File: src/rtl/decoder_3_8_seq.sv
// decoder_3_8_seq
//   Sequenced 3-to-8 one-hot decoder. Codes arrive over a valid/ready
//   handshake into a 2-entry FIFO. Each popped code drives y[code] for
//   HOLD_CYCLES clocks, followed by GAP_CYCLES clocks of all-zero output.
//
//   clk       in   1  clock, rising edge
//   rst_n     in   1  synchronous active-low reset
//   in_code   in   3  code to decode
//   in_valid  in   1  in_code valid
//   in_ready  out  1  a code can be accepted this cycle
//   en        in   1  permit popping the next buffered code
//   y         out  8  one-hot output while active, else 8'h00
//   y_valid   out  1  y is driving a code
//   busy      out  1  not idle, or buffer non-empty
module decoder_3_8_seq #(
  parameter int unsigned HOLD_CYCLES = 4,
  parameter int unsigned GAP_CYCLES  = 1
) (
  input  logic       clk,
  input  logic       rst_n,
  input  logic [2:0] in_code,
  input  logic       in_valid,
  output logic       in_ready,
  input  logic       en,
  output logic [7:0] y,
  output logic       y_valid,
  output logic       busy
);

  localparam logic [7:0] HOLD_LOAD = 8'(HOLD_CYCLES - 1);
  localparam logic [7:0] GAP_LOAD  = 8'(GAP_CYCLES - 1);

  typedef enum logic [1:0] {
    IDLE,
    ACTIVE,
    GAP
  } state_t;

  state_t     state_q, state_d;
  logic [7:0] cnt_q, cnt_d;
  logic [7:0] y_q, y_d;
  logic       y_valid_q, y_valid_d;

  logic [2:0] mem_q [2];
  logic [2:0] mem_d [2];
  logic       rd_ptr_q, rd_ptr_d;
  logic       wr_ptr_q, wr_ptr_d;
  logic [1:0] count_q, count_d;

  logic       push;
  logic       pop;
  logic       can_pop;
  logic [2:0] head_code;

  always_comb begin
    in_ready  = (count_q != 2'd2) && rst_n;
    push      = in_valid && in_ready;
    head_code = mem_q[rd_ptr_q];
    can_pop   = (count_q != 2'd0) && en;
  end

  // Control: every path that starts a hold pops the head and loads the
  // hold counter; the counter counts down to 0 inclusive.
  always_comb begin
    state_d   = state_q;
    cnt_d     = cnt_q;
    y_d       = y_q;
    y_valid_d = y_valid_q;
    pop       = 1'b0;
    unique case (state_q)
      IDLE: begin
        if (can_pop) begin
          pop       = 1'b1;
          y_d       = 8'b0000_0001 << head_code;
          y_valid_d = 1'b1;
          cnt_d     = HOLD_LOAD;
          state_d   = ACTIVE;
        end
      end
      ACTIVE: begin
        if (cnt_q != 8'd0) begin
          cnt_d = cnt_q - 8'd1;
        end else if (GAP_CYCLES > 0) begin
          y_d       = '0;
          y_valid_d = 1'b0;
          cnt_d     = GAP_LOAD;
          state_d   = GAP;
        end else if (can_pop) begin
          // Back-to-back reload: y switches codes with no zero cycle.
          pop       = 1'b1;
          y_d       = 8'b0000_0001 << head_code;
          y_valid_d = 1'b1;
          cnt_d     = HOLD_LOAD;
        end else begin
          y_d       = '0;
          y_valid_d = 1'b0;
          state_d   = IDLE;
        end
      end
      GAP: begin
        if (cnt_q != 8'd0) begin
          cnt_d = cnt_q - 8'd1;
        end else if (can_pop) begin
          pop       = 1'b1;
          y_d       = 8'b0000_0001 << head_code;
          y_valid_d = 1'b1;
          cnt_d     = HOLD_LOAD;
          state_d   = ACTIVE;
        end else begin
          state_d = IDLE;
        end
      end
      default: begin
        y_d       = '0;
        y_valid_d = 1'b0;
        cnt_d     = '0;
        state_d   = IDLE;
      end
    endcase
  end

  // FIFO bookkeeping; a push never happens when full because in_ready is low.
  always_comb begin
    mem_d = mem_q;
    if (push) begin
      mem_d[wr_ptr_q] = in_code;
    end
    wr_ptr_d = wr_ptr_q ^ push;
    rd_ptr_d = rd_ptr_q ^ pop;
    unique case ({push, pop})
      2'b10:   count_d = count_q + 2'd1;
      2'b01:   count_d = count_q - 2'd1;
      default: count_d = count_q;
    endcase
  end

  always_ff @(posedge clk) begin
    if (!rst_n) begin
      state_q   <= IDLE;
      cnt_q     <= '0;
      y_q       <= '0;
      y_valid_q <= 1'b0;
      mem_q     <= '{default: '0};
      rd_ptr_q  <= 1'b0;
      wr_ptr_q  <= 1'b0;
      count_q   <= '0;
    end else begin
      state_q   <= state_d;
      cnt_q     <= cnt_d;
      y_q       <= y_d;
      y_valid_q <= y_valid_d;
      mem_q     <= mem_d;
      rd_ptr_q  <= rd_ptr_d;
      wr_ptr_q  <= wr_ptr_d;
      count_q   <= count_d;
    end
  end

  assign y       = y_q;
  assign y_valid = y_valid_q;
  assign busy    = (state_q != IDLE) || (count_q != 2'd0);

endmodule

File: config.mk
export PLATFORM = sky130hd
export DESIGN_NAME = decoder_3_8_seq
export DESIGN_NICKNAME = d
export VERILOG_FILES = /design/src/rtl/decoder_3_8_seq.sv
export SDC_FILE = /design/constraint.sdc
export NUM_CORES = 1
export LEC_CHECK = 0
export BUFFER_PORTS_ARGS = -buffer_cell sky130_fd_sc_hd__buf_2
export CELL_PAD_IN_SITES_DETAIL_PLACEMENT = 0
export CELL_PAD_IN_SITES_GLOBAL_PLACEMENT = 1
export CORE_MARGIN = 2
export CORE_UTILIZATION = 30
export CTS_CLUSTER_SIZE = 12
export DETAILED_ROUTE_END_ITERATION = 10
export GPL_TIMING_DRIVEN = 0
export HOLD_SLACK_MARGIN = 0.03
export PLACE_DENSITY = 0.67
export SETUP_SLACK_MARGIN = 0.5
export SLEW_MARGIN = 10
export SYNTH_ARGS = -nofsm -noshare
export SYNTH_HDL_FRONTEND = slang
export SYNTH_SLANG_ARGS = --single-unit
File: constraint.sdc
create_clock -name clk -period 3 [get_ports clk]
set_clock_uncertainty 0.15 [all_clocks]
set_input_delay 0.3 -clock clk [delete_from_list [all_inputs] [get_ports clk]]
set_output_delay 0.3 -clock clk [all_outputs]
set_load 0.01 [all_outputs]
==> metrics.cfg <==
[run_status]
outcome = complete, no violations

[route]
vias_per_cell = 4.94
ant_nets = 0
via_count = 1289
firstDrtPassIters = 4
drcViolationCount = 0
routed_wl_um = 3460
wl_per_cell_um = 13.3
first_iter_violations = 47

[grt]
grt_pass1_vias = 1228
grt.total_usage = 0.138
antenna_found_initial = 0
grt_start_max_net_pins = 11
overflow = 0
grt_pass1_wl_um = 5750

[sta]
relSlewSlack = 0.438
rsz0062_at_grt = false
finalCriticalPeriod_ns = 2.34
setup_tns_ns = 0
setup_violations = 0
hold_viol_final = 0
finalCritPeriodShare = 0.779
report.final.slew_viol_count = 0
whs_ns = 0.122
max_freq_mhz = 428
worstMarginPinSlew_ns = 0.834

[logic_synthesis]
synth-edff-count = 0
syn_nets = 179
postSynthAreaPerCell_um2 = 8.86
synth_cell_types = 47
ys_seq_elements = 29
seq_area_frac_synth = 0.390
yosys_warnings = 0
ys.flop_type = dfxtp_1
syn_inst = 168
synth_area_um2 = 1490
async_flop_share = 0

[critical_path]
critPathSlowestCell = dfxtp_1
critPathCaptureType = flip-flop
critPathKind = reg -> reg
critPathMostFrequentCell = ha_1
max_stage_delay_ns = 0.45
crit_arrival_ns = 2.40
path_cells = inv_1 > ha_1 > nor3b_4 > a21oi_2 > nor3_2 > ha_1 > or3_1 > a21oi_1
crit_path_max_fanout = 7
startpoint_type = flip-flop
critPathRequiredTime_ns = 3.06

[cells_and_area]
fin_nets = 205
fin_area_um2 = 1790
antennaDiodeCount = 0
drive_gt1_frac = 0.222
final_cell_mix = 29 x dfxtp_1, 19 x buf_2, 17 x nor2_1, 16 x a21oi_1, 10 x nand2_1
mostFrequentLayoutCell = dfxtp_1
area_growth_pct = 20.4
fin_cells = 261

[floorplanning]
die_h_um = 74.4
io_pins = 18
core_um2 = 4750
die_w_um = 74.4
start_util = 0.313
rows = 25
die-area_um2 = 5540

[pwr]
vdd_drop_max_uv = 318
clkPwrFrac = 0.248
p_int_uw = 960
switchingPower_uw = 612
p_leak_uw = 0.000693
p_comb_frac = 0.432
power_uw = 1570
swShare = 0.389
seqPwrFrac = 0.320
power_density_nw_per_um2 = 878

[clocking]
numCtsBuffers = 5
clkSinkCount = 29
max-clock-path-buffers = 2
cts-root-buf = clkbuf_8
holdBufCountCts = 0
clk_latency_ns = 0.28
cts_tree = yes
htree_levels = 2
clk_pin_slew_ns = 0.06

[place]
dp.cells = 252
placed_area_um2 = 1660
hpwlAfterDp_um = 2500
io_buffers = 17
place.gp.congestion = 0.781

[flow_run]
max_cap_viol_count = 0

[min_path]
hp-class = in -> reg

==> per-stage QoR <==
step / utilization / setup WS [ns]
6_report: 0.377 / 0.663
3_3_place_gp: 0.348 / 0.382
5_1_grt: 0.377 / 0.509
4_1_cts: 0.373 / 0.566
2_1_floorplan: - / 0.795
3_5_place_dp: 0.348 / 0.390
==> cell type report <==
| cell class | instances | area [um^2] |
|---|---|---|
| sequential | 29 | 581 |
| fill | 508 | 2960 |
| tap | 67 | 83.8 |
| multi-input combinational | 125 | 867 |
| buffer | 5 | 21.3 |
| clock buffer | 5 | 68.8 |
| clock inverter | 2 | 35.0 |
| timing repair buffer | 19 | 100 |
| inverter | 9 | 33.8 |
==> cell usage after synthesis, types with 2 or more instances <==
cell	count	area share
o22ai_1	2	0.0084
o2bb2ai_1	8	0.047
dfxtp_1	29	0.39
nand2_1	10	0.025
a21oi_1	17	0.057
or3_1	3	0.013
nand4_1	2	0.0084
o21ai_1	3	0.010
clkbuf_1	2	0.0050
a22oi_1	2	0.010
ha_1	4	0.034
xnor2_1	2	0.012
xor2_1	2	0.012
mux2i_1	8	0.054
nor3_1	4	0.013
nor2_1	17	0.043
inv_1	9	0.023
nand4b_1	2	0.012
nand2b_1	2	0.0084
o21ai_0	6	0.020
a31oi_1	4	0.017
buf_2	2	0.0067
or4_1	2	0.010
nor3b_1	2	0.010
nand3_1	2	0.0067
==> kinds of logic (layout without fill, tap and decap cells) <==
| family | Yosys count | in the layout | synth area share |
|---|---|---|---|
| multiplexers | 9 | 9 | 0.0614 |
| XOR/XNOR | 4 | 4 | 0.0236 |
| buffers and inverters | 14 | 40 | 0.0370 |
| flip-flops | 29 | 29 | 0.390 |
| AND/OR/NAND/NOR | 57 | 57 | 0.220 |
| adder cells (fa/ha/maj) | 4 | 4 | 0.0336 |
| AO/OA/AOI/OAI | 51 | 51 | 0.234 |
==> worst max-delay path, delay by kind of cell (launching register included) <==
kind                     cells  cell delay, ns
flip-flops                   1            0.45
AO/OA/AOI/OAI                2            0.37
buffers and inverters        1            0.07
adder cells (fa/ha/maj)      2            0.60
AND/OR/NAND/NOR              3            0.61
==> repair_timing <==
item                                    CTS  global route
gates resized for setup                   2             1
buffers inserted                          0             2
pin swaps                                 0             0
endpoints found under the setup margin    1             1
==> registers in the layout, indices dropped and copies added, names as in the netlist <==
name / flops
count_q: 2
rd_ptr_q: 1
y_valid: 1
cnt_q: 8
mem_q: 6
wr_ptr_q: 1
y: 8
state_q: 2
==> metal layers <==
metal  global-route usage  part of all wire
met1                0.173              0.47
met2                0.227              0.48
met3               0.0366             0.043
met4               0.0516            0.0090
met5                    0                 0
==> worst paths after layout <==
check / slack, ns / start / to / cells after the start
max: 0.66 / cnt_q[0] / count_q[1] / 8
min: 0.12 / in_code[0] / mem_q[0] / 3
max reg2reg: 0.66 / cnt_q[0] / count_q[1] / 8
min reg2reg: 0.31 / y[3] / y[3] / 1
==> power groups by stage <==
stage          combinational [uW]  sequential (uW)  clock, uW
5_1_grt                       764              513        419
3_5_place_dp                  641              508          0
3_3_place_gp                  643              510          0
4_1_cts                       655              501        404
2_1_floorplan                 494              500          0
6_report                      679              503        390
No activity file was read; power rests on OpenSTA's default activity.
